--- config.mk ---
export PLATFORM = sky130hd
export DESIGN_NAME = sprite_loader
export DESIGN_NICKNAME = d
export VERILOG_FILES = /design/src/rtl/color_pkg.sv /design/src/rtl/sprite_byte_unpacker.sv /design/src/rtl/sprite_loader.sv
export SDC_FILE = /design/constraint.sdc
export NUM_CORES = 1
export LEC_CHECK = 0
export CORE_AREA = 2 2 64 78
export CTS_CLUSTER_DIAMETER = 30
export DETAILED_ROUTE_END_ITERATION = 16
export DIE_AREA = 0 0 66 80
export MAX_ROUTING_LAYER = met4
export PLACE_DENSITY_LB_ADDON = 0.2
export RECOVER_POWER = 100
export SYNTH_ARGS = -nofsm -noshare
export SYNTH_HDL_FRONTEND = slang
export SYNTH_SLANG_ARGS = --single-unit
--- constraint.sdc ---
create_clock -name clk -period 3.2 [get_ports clk]
set_input_delay 0.48 -clock clk [delete_from_list [all_inputs] [get_ports clk]]
set_output_delay 0.48 -clock clk [all_outputs]
set_load 0.005 [all_outputs]
--- src/rtl/color_pkg.sv ---
// Shared colour and sprite geometry definitions for the sprite path.
package color_pkg;

  // One RGB444 pixel, red in the top nibble.
  typedef struct packed {
    logic [3:0] r;
    logic [3:0] g;
    logic [3:0] b;
  } rgb444_t;

  localparam int SPRITE_DIM    = 16;
  localparam int SPRITE_PIXELS = SPRITE_DIM * SPRITE_DIM;
  localparam int SPRITE_BYTES  = (SPRITE_PIXELS * 12) / 8;

  localparam logic [11:0] TRANSPARENT_RGB444 = 12'h000;

endpackage

--- src/rtl/sprite_byte_unpacker.sv ---
// Turns a stream of payload bytes into RGB444 pixels, three bytes -> two pixels.
// Byte 0 is the high byte of P0, byte 1 splits into P0 low nibble / P1 high
// nibble, byte 2 is the low byte of P1. pix_valid is combinational with the
// byte that completes a pixel so the caller can register it into the write port.
module sprite_byte_unpacker
  import color_pkg::*;
(
  input  logic       clk,
  input  logic       reset,
  input  logic       clear,
  input  logic       byte_valid,
  input  logic [7:0] byte_data,
  output logic       pix_valid,
  output rgb444_t    pix_data
);

  logic [1:0] phase;
  logic [7:0] hi;
  logic [3:0] nib;

  // Phase counter plus the partial-pixel holding registers.
  always_ff @(posedge clk) begin
    if (reset || clear) begin
      phase <= 2'd0;
      hi    <= 8'h00;
      nib   <= 4'h0;
    end else if (byte_valid) begin
      case (phase)
        2'd0: begin
          hi    <= byte_data;
          phase <= 2'd1;
        end
        2'd1: begin
          nib   <= byte_data[3:0];
          phase <= 2'd2;
        end
        default: phase <= 2'd0;
      endcase
    end
  end

  // Phases 1 and 2 each complete one pixel.
  always_comb begin
    pix_valid = byte_valid && (phase != 2'd0);
    if (phase == 2'd1) pix_data = {hi, byte_data[7:4]};
    else               pix_data = {nib, byte_data};
  end

endmodule

--- src/rtl/sprite_loader.sv ---
// Sprite loader: parses host-link frames [SYNC_BYTE, slot, 384 payload bytes]
// and writes 256 RGB444 pixels into the sprite RAM write port at {slot, y, x}.
// Handshake: a byte transfers on any rising edge where s_valid && s_ready;
// s_ready is registered and low only in FINISH, so a frame is never stalled.
// Optional feature macro SPRITE_LOADER_CHECKSUM_EN adds a trailing XOR byte
// (slot byte ^ all payload bytes) checked in state CSUM.
module sprite_loader
  import color_pkg::*;
#(
  parameter logic [7:0] SYNC_BYTE  = 8'hA5,
  parameter int         NUM_SLOTS  = 2,
  parameter int         SLOT_W     = 1,
  parameter int         NUM_PIXELS = SPRITE_PIXELS
) (
  input  logic              clk,
  input  logic              reset,
  input  logic [7:0]        s_data,
  input  logic              s_valid,
  output logic              s_ready,
  input  logic              abort,
  output logic              wr_en,
  output logic [SLOT_W+7:0] wr_addr,
  output logic [11:0]       wr_data,
  output logic              busy,
  output logic              done,
  output logic              err
);

  typedef enum logic [2:0] {
    ST_IDLE,
    ST_SLOT,
    ST_PIXEL,
`ifdef SPRITE_LOADER_CHECKSUM_EN
    ST_CSUM,
`endif
    ST_FINISH
  } loader_state_t;

  localparam logic [8:0] LAST_PIX = 9'(NUM_PIXELS - 1);

  loader_state_t     state;
  logic [SLOT_W-1:0] slot;
  logic [8:0]        pix_cnt;
  logic              accept;
  logic              unpack_valid;
  logic              unpack_clear;
  logic              pix_valid;
  rgb444_t           pix_data;
`ifdef SPRITE_LOADER_CHECKSUM_EN
  logic [7:0]        csum;
`endif

  assign accept = s_valid && s_ready;
  // Bytes reach the unpacker only in PIXEL; anything else (incl. abort) resets its phase.
  assign unpack_valid = accept && (state == ST_PIXEL) && !abort;
  assign unpack_clear = (state != ST_PIXEL) || abort;

  sprite_byte_unpacker u_unpacker (
    .clk        (clk),
    .reset      (reset),
    .clear      (unpack_clear),
    .byte_valid (unpack_valid),
    .byte_data  (s_data),
    .pix_valid  (pix_valid),
    .pix_data   (pix_data)
  );

  // Frame FSM with registered handshake, status pulses and RAM write port.
  always_ff @(posedge clk) begin
    if (reset) begin
      state   <= ST_IDLE;
      slot    <= '0;
      pix_cnt <= 9'd0;
      s_ready <= 1'b1;
      wr_en   <= 1'b0;
      wr_addr <= '0;
      wr_data <= 12'h000;
      busy    <= 1'b0;
      done    <= 1'b0;
      err     <= 1'b0;
`ifdef SPRITE_LOADER_CHECKSUM_EN
      csum    <= 8'h00;
`endif
    end else begin
      wr_en <= 1'b0;
      done  <= 1'b0;
      err   <= 1'b0;
      if (abort && state != ST_IDLE) begin
        // Abort drops the frame and any byte that transferred this cycle.
        state   <= ST_IDLE;
        s_ready <= 1'b1;
        busy    <= 1'b0;
        err     <= 1'b1;
      end else begin
        case (state)
          ST_IDLE: begin
            if (accept && s_data == SYNC_BYTE) begin
              state <= ST_SLOT;
              busy  <= 1'b1;
            end
          end
          ST_SLOT: begin
            if (accept) begin
              if (32'(s_data) < 32'(NUM_SLOTS)) begin
                slot    <= s_data[SLOT_W-1:0];
                pix_cnt <= 9'd0;
                state   <= ST_PIXEL;
`ifdef SPRITE_LOADER_CHECKSUM_EN
                csum    <= s_data;
`endif
              end else begin
                err   <= 1'b1;
                state <= ST_IDLE;
                busy  <= 1'b0;
              end
            end
          end
          ST_PIXEL: begin
`ifdef SPRITE_LOADER_CHECKSUM_EN
            if (accept) csum <= csum ^ s_data;
`endif
            if (pix_valid) begin
              wr_en   <= 1'b1;
              wr_addr <= {slot, pix_cnt[7:0]};
              wr_data <= pix_data;
              pix_cnt <= pix_cnt + 9'd1;
              if (pix_cnt == LAST_PIX) begin
`ifdef SPRITE_LOADER_CHECKSUM_EN
                state   <= ST_CSUM;
`else
                state   <= ST_FINISH;
                s_ready <= 1'b0;
`endif
              end
            end
          end
`ifdef SPRITE_LOADER_CHECKSUM_EN
          ST_CSUM: begin
            if (accept) begin
              if (s_data == csum) done <= 1'b1;
              else                err  <= 1'b1;
              state <= ST_IDLE;
              busy  <= 1'b0;
            end
          end
`endif
          ST_FINISH: begin
            done    <= 1'b1;
            state   <= ST_IDLE;
            s_ready <= 1'b1;
            busy    <= 1'b0;
          end
          default: begin
            state   <= ST_IDLE;
            s_ready <= 1'b1;
            busy    <= 1'b0;
          end
        endcase
      end
    end
  end

endmodule
==> reports/summary.txt, run 1 <==
Core Area - 4530 um^2
Post-CTS Setup Bufs - 0
First-pass GRT wire length - 7730 um
Row cnt - 27
Root Buffer - clkbuf_8
Clock power frac - 38.1%
Synth Register Bits - 52
Hold Fails Final Rpt - 0
Top cells by area, synth - dfxtp_1 (47%), mux2i_1 (12%), nand2_1 (5.6%), nor2_1 (5.4%), a21oi_1 (4.0%)
PortBufs - 37
F_max - 0.394 GHz
Final Critical Period - 2.54 ns
Slowest stage cell, crit path - nor4_1
Arrival time at the worst endpoint - 2.79 ns
Synth unique cells - 40
Status - finished, final reports clean
Pleak - 1.07 nW
Drt drc - 0
Rel. slew slack - 20.3%
Max Slew Vio Count - 0
Final core occ - 59.9%
Layout Area Growth over Synthesis - 21.7%
Crit-path leading delay family - simple AND/OR/NAND/NOR gates
Critical path launch point type - input pin
EDFF count, synth - 0
Nets@finish - 292
Worst vdd ir - 230 uV
Compound-Gate Fraction of Synth Area - 14.5%
Register area share after synthesis - 46.7%
Ys Warns - 0
FF-to-FF setup slack - 0.86 ns
Die Y-Extent - 80 um
Kind of critical path - input pin to flip-flop
Worst-case clock buffer depth - 2
Adder-cell share of the synthesized area - 1.12%
Clk Latency, worst-skew pair - 0.30 ns
HP Class - flip-flop to flip-flop
Largest net degree at the start of global routing - 31
GRT Total Usage - 19.1%
Internal Power - 0.889 mW
CTS Buf Count - 5
Worst Setup SP - s_data[3]
Global Route met3 Usage - 3.39%
Initial Util - 49.2%
RR Endpoint - s_ready
Sequential share of power - 57.8%
Worst Path Buf+Inv - 1
1st-iter DRT viols - 87
Worst Setup EP - pix_cnt[4]
H-Tree Depth - 2
Pwr Total - 1.12 mW
Post-Synth Simple-Gate Area - 21.8%
Hold Path Stages - 2
Hold_buf cts - 0
Gr busiest metal - met2
Share of the synthesized area in the top cell type - 46.7%
Worst path cell trace - clkdlybuf4s50_1 > nor4_1 > nand4_1 > a2111o_1 > nand2_1
DR vias - 1825
Pre-antenna DRT Iters - 4
Setup TNS Final - 0 ns
Layout cells sized above 1 - 4.33%
Post-synthesis mux area share - 12.1%
CP required - 3.45 ns
# IOs - 38
Placer Congestion - 0.774
Grt ovf - 0
Met1 Resource Use GR - 23.6%
Antenna violations before repair - 0
Setup Viol. Count Final - 0
Slowest stage delay, CP - 0.76 ns
Die ar. - 5280 um^2
Async set-reset flop share out of synthesis - 0%
PwrDens - 412 nW/um^2
Cts repair resizes - 0
Sw frac - 20.4%
Syn Area/Cell - 9.10 um^2
Mapped Nets - 259
Psw - 0.228 mW
Met2 Use GR - 32.3%
Die width - 66 um
Post-DP HPWL - 3230 um
Synth area leader - dfxtp_1
CTS tree - built
Cell count along the critical path - 5
R2r worst-path depth - 4
Routed WL - 4610 um
Final Cycle Share - 79.4%
Reg2reg start - state[1]
CTS clk-pin slew, worst paths - 0.09 ns
Critical Path Fanout Max - 8
Vias in the first global route - 1666
Worst Max-Slew Pin Slew - 1.19 ns
Via-per-instance ratio - 5.45
Critical path endpoint category - flip-flop
CTS sink count - 52
Most used DFF post-synth - dfxtp_1
Wire per inst - 13.8 um
Synth Cell Area - 2230 um^2
ANT nets after route - 0
Synth Area in XOR/XNOR - 0%
Max-cap check violation count - 0
Unrepaired setup endpoints after global routing - false
Synthesized instance count - 245
Final clock skew - 0.00266 ns
Ant. Diodes - 0
Largest family of logic cells by synthesized area - simple AND/OR/NAND/NOR gates
Combinational share of power - 4.1%
==> state kept, by name (all words and copies together) (netlist names), 2 cells and up <==
name and flops:
wr_data 12, pix_cnt 9, wr_addr 9, u_unpacker.hi 8
u_unpacker.nib 4, state 2, u_unpacker.phase 2
==> layout make-up <==
cell class              count  area [um^2]
flip-flops and latches     52         1040
well taps                  58         72.6
inverters                   4         15.0
multi-input cells         175         1080
fillers                   427         1810
repair buffers             40          405
clock buffers               5         68.8
clock inverters             1         30.0
==> synth_stat cells, types with 2 or more instances <==
cell / n
clkbuf_1: 6
dfxtp_1: 52
and2_1: 2
o21ai_0: 3
nand2_1: 33
and3_1: 2
ha_1: 2
nor2b_1: 2
buf_2: 6
nand3_1: 9
o2111ai_1: 2
o211ai_1: 2
nor2_1: 32
a21oi_1: 18
mux2i_1: 27
a211oi_1: 12
inv_1: 4
buf_4: 2
nand2b_1: 5
a2111o_1: 2
nor3_1: 3
==> power groups by stage <==
stage | Sequential, mW | Clock, mW | Combinational (mW)
after global routing | 0.647 | 0.468 | 0.0489
after CTS | 0.647 | 0.436 | 0.0473
after detailed placement | 0.662 | 0 | 0.0469
final | 0.646 | 0.426 | 0.0456
after global placement | 0.662 | 0 | 0.0467
after floorplan | 0.662 | 0 | 0.0193
==> routing by layer <==
layer  share of wire [%]  up-vias  wire length (um)
met5                   0        -                 0
met4                0.87        0                40
met3                 3.0        7               139
met2                  50       31              2320
met1                  46      863              2110
li1                    -      924                 -
==> layout by cell type (no fill, tap or decap), drive strengths merged, types with 5 or more instances in the layout <==
| master | Yosys | final |
|---|---|---|
| nand2b | 5 | 5 |
| clkdlybuf4s50 | 0 | 9 |
| mux2i | 27 | 27 |
| clkbuf | 6 | 5 |
| a211oi | 12 | 12 |
| dlygate4sd3 | 0 | 28 |
| nand2 | 33 | 33 |
| a21oi | 18 | 18 |
| nor2 | 32 | 32 |
| dfxtp | 52 | 52 |
| nand3 | 9 | 9 |
==> per-stage QoR <==
| stage | hold slack, ns | cell area, um^2 | worst slack (ns) | std cells |
|---|---|---|---|---|
| 3_3_place_gp | 0.442 | 2640 | 0.712 | 329 |
| 2_1_floorplan | 0.432 | 2230 | 1.52 | 245 |
| 5_1_grt | 0.487 | 2710 | 0.422 | 335 |
| 4_1_cts | 0.461 | 2740 | 0.993 | 335 |
| 6_report | 0.457 | 2710 | 0.660 | 335 |
| 3_5_place_dp | 0.449 | 2640 | 0.695 | 329 |
==> cells by family (layout without fill, tap and decap cells) <==
family | Yosys count | count (layout)
adders and majority gates | 2 | 2
buffers and inverters | 18 | 50
and+or+nand+nor | 98 | 98
muxes | 27 | 27
DFF | 52 | 52
AOI/OAI and AO/OA | 48 | 48
==> worst min path at each step <==
stage / slack [ns] / end / start
after floorplan: 0.43 / slot / slot
after global placement: 0.44 / wr_addr[2] / wr_addr[2]
after detailed placement: 0.45 / wr_addr[4] / wr_addr[4]
after CTS: 0.46 / wr_addr[4] / wr_addr[4]
after global routing: 0.49 / wr_addr[6] / wr_addr[6]
final: 0.46 / wr_addr[2] / wr_addr[2]
==> tightest hold or removal path: cells and delay by family, from the launching register on <==
family,cells,cell delay (ns)
AO/OA/AOI/OAI,1,0.05
flip-flops,1,0.32
AND/OR/NAND/NOR,1,0.05
No activity file was read; power rests on OpenSTA's default activity.
==> inputs of run 2 (changes only) <==
==> constraint.sdc (replaced) <==
create_clock -name clk -period 2.55 [get_ports clk]
set_input_delay 0.3825 -clock clk [delete_from_list [all_inputs] [get_ports clk]]
set_output_delay 0.3825 -clock clk [all_outputs]
set_load 0.005 [all_outputs]
==> run 2 against run 1 <==
  * Critical path depth is the same
  * Final cell count up 2.7%
  * Design area grew 0.65%
  * Largest cell class unchanged
  * Critical path type unchanged
  * First-iteration DRC count increased by 60%
  * Sequential cell count stayed put
  * Register-to-register slack worse by 0.32 ns
  * Highest routed layer unchanged
==> reports/summary.txt, run 2 (synthesis gave the netlist of run 1 again) <==
Status - finished, final reports clean (unchanged)
Worst path cell trace - clkdlybuf4s50_1 > nor3b_1 > nand3b_2 > or4_1 > a21oi_1 (was clkdlybuf4s50_1 > nor4_1 > nand4_1 > a2111o_1 > nand2_1)
Slowest stage cell, crit path - clkdlybuf4s50_1 (was nor4_1)
Die ar. - 5280 um^2 (unchanged)
Largest regs - wr_data x12, pix_cnt x9, wr_addr x9 (unchanged)
Clk Latency, worst-skew pair - 0.31 ns (was 0.30 ns)
Setup TNS Final - 0 ns (unchanged)
CTS Buf Count - 5 (unchanged)
Post-DP HPWL - 3400 um (was 3230 um)
Global Route met3 Usage - 3.95% (was 3.39%)
PortBufs - 37 (unchanged)
CTS clk-pin slew, worst paths - 0.09 ns (about the same)
Combinational share of power - 4.6% (was 4.1%)
Final Cycle Share - 81.8%
Nets@finish - 299 (was 292)
Vias in the first global route - 1751 (was 1666)
Worst Max-Slew Pin Slew - 0.691 ns (was 1.19 ns)
Wire per inst - 13.7 um (was 13.8 um)
Drt drc - 0 (unchanged)
Rel. slew slack - 53.9% (was 20.3%)
R2r worst-path depth - 4 (unchanged)
Critical Path Fanout Max - 7 (was 8)
Die Y-Extent - 80 um (unchanged)
Cts repair resizes - 0 (unchanged)
Final Critical Period - 2.09 ns
Via-per-instance ratio - 5.37 (was 5.45)
Worst-case clock buffer depth - 2 (unchanged)
Gr busiest metal - met2 (unchanged)
CTS tree - built (unchanged)
CTS sink count - 52 (unchanged)
Placed Area - 2680 um^2 (was 2640 um^2)
PwrDens - 489 nW/um^2 (was 412 nW/um^2)
Kind of critical path - input pin to flip-flop (unchanged)
Initial Util - 49.2% (unchanged)
Finished layout cell area - 2730 um^2 (was 2710 um^2)
Layout cells sized above 1 - 6.29% (was 4.33%)
1st-iter DRT viols - 139 (was 87)
Unrepaired setup endpoints after global routing - false (unchanged)
DR vias - 1846 (was 1825)
Placer Congestion - 0.766 (was 0.774)
CP required - 2.79 ns (was 3.45 ns)
GRT Total Usage - 20.3% (was 19.1%)
Antenna violations before repair - 0 (unchanged)
Sequential share of power - 60.8% (was 57.8%)
Slowest stage delay, CP - 0.51 ns (was 0.76 ns)
Setup Viol. Count Final - 0 (unchanged)
Pleak - 1.12 nW (was 1.07 nW)
Grt ovf - 0 (unchanged)
Hold Path Stages - 2 (unchanged)
Core Area - 4530 um^2 (unchanged)
Pre-antenna DRT Iters - 4 (unchanged)
Row cnt - 27 (unchanged)
H-Tree Depth - 2 (unchanged)
Hold_buf cts - 0 (unchanged)
Top reg by flops - wr_data (unchanged)
Routed WL - 4700 um (was 4610 um)
Layout Area Growth over Synthesis - 22.5% (was 21.7%)
Most frequent cells in the layout - dfxtp_1 (52), nand2_1 (33), nor2_1 (32) (unchanged)
F_max - 0.480 GHz
Largest net degree at the start of global routing - 32 (was 31)
HP Class - flip-flop to flip-flop (unchanged)
Met2 Use GR - 32.4% (was 32.3%)
Critical path launch point type - input pin (unchanged)
First-pass GRT wire length - 8050 um (was 7730 um)
Max Slew Vio Count - 0 (unchanged)
Root Buffer - clkbuf_8 (unchanged)
Critical path endpoint category - flip-flop (unchanged)
Worst vdd ir - 329 uV (was 230 uV)
ANT nets after route - 0 (unchanged)
Psw - 0.301 mW (was 0.228 mW)
Ant. Diodes - 0 (unchanged)
Largest register FFs - 12 (unchanged)
Post-CTS Setup Bufs - 0 (unchanged)
Hold Fails Final Rpt - 0 (unchanged)
Die width - 66 um (unchanged)
Final clock skew - 0.00776 ns (was 0.00266 ns)
Sw frac - 22.6% (was 20.4%)
Arrival time at the worst endpoint - 2.33 ns (was 2.79 ns)
# IOs - 38 (unchanged)
Most common cell after layout, fill and taps aside - dfxtp_1 (unchanged)
Max-cap check violation count - 0 (unchanged)
Clock power frac - 34.7% (was 38.1%)
Met1 Resource Use GR - 24.5% (was 23.6%)
Internal Power - 1.03 mW (was 0.889 mW)
==> run 2: through the flow <==
| stage | utilization (%) | setup WS [ns] | cells | hold WS (ns) | total power, mW |
|---|---|---|---|---|---|
| after global placement | 59.2 | 0.341 | 336 | 0.442 | 0.893 |
| after detailed placement | 59.2 | 0.280 | 336 | 0.447 | 0.893 |
| final | 60.3 | 0.465 | 344 | 0.455 | 1.34 |
| after global routing | 60.3 | 0.280 | 344 | 0.488 | 1.38 |
| after CTS | 61.1 | 0.598 | 344 | 0.460 | 1.35 |
| after floorplan | - | 0.963 | 245 | 0.432 | 0.855 |
==> run 2: power groups by stage <==
stage               clock, mW  combinational [mW]  sequential [mW]
global placement            0              0.0625            0.830
CTS                     0.478              0.0628            0.811
detailed placement          0              0.0627            0.830
finish                  0.463              0.0609            0.811
global route            0.507              0.0655            0.812
floorplan                   0              0.0243            0.830
==> run 2: cell type report <==
class | count | area, um^2
multi-input cells | 175 | 1080
clock buffers | 7 | 76.3
flip-flops and latches | 52 | 1040
well taps | 58 | 72.6
clock inverters | 1 | 8.76
repair buffers | 47 | 438
fillers | 436 | 1800
inverters | 4 | 15.0
==> run 2: worst paths after layout <==
path	slack, ns	end	from
max	0.46	pix_cnt[5]	abort
min reg2reg	0.46	wr_addr[2]	wr_addr[2]
max reg2reg	0.54	pix_cnt[5]	state[1]
min	0.46	wr_addr[2]	wr_addr[2]
==> run 2: critical path, delay by kind of cell <==
kind            cells  cell delay, ns
buf+inv             1            0.51
simple gates        3            1.27
compound gates      1            0.16
==> run 2: layer usage <==
layer	up-vias	share of wire [%]
met3	8	3.6
met2	43	51
li1	948	-
met4	0	1.8
met1	847	44
met5	-	0
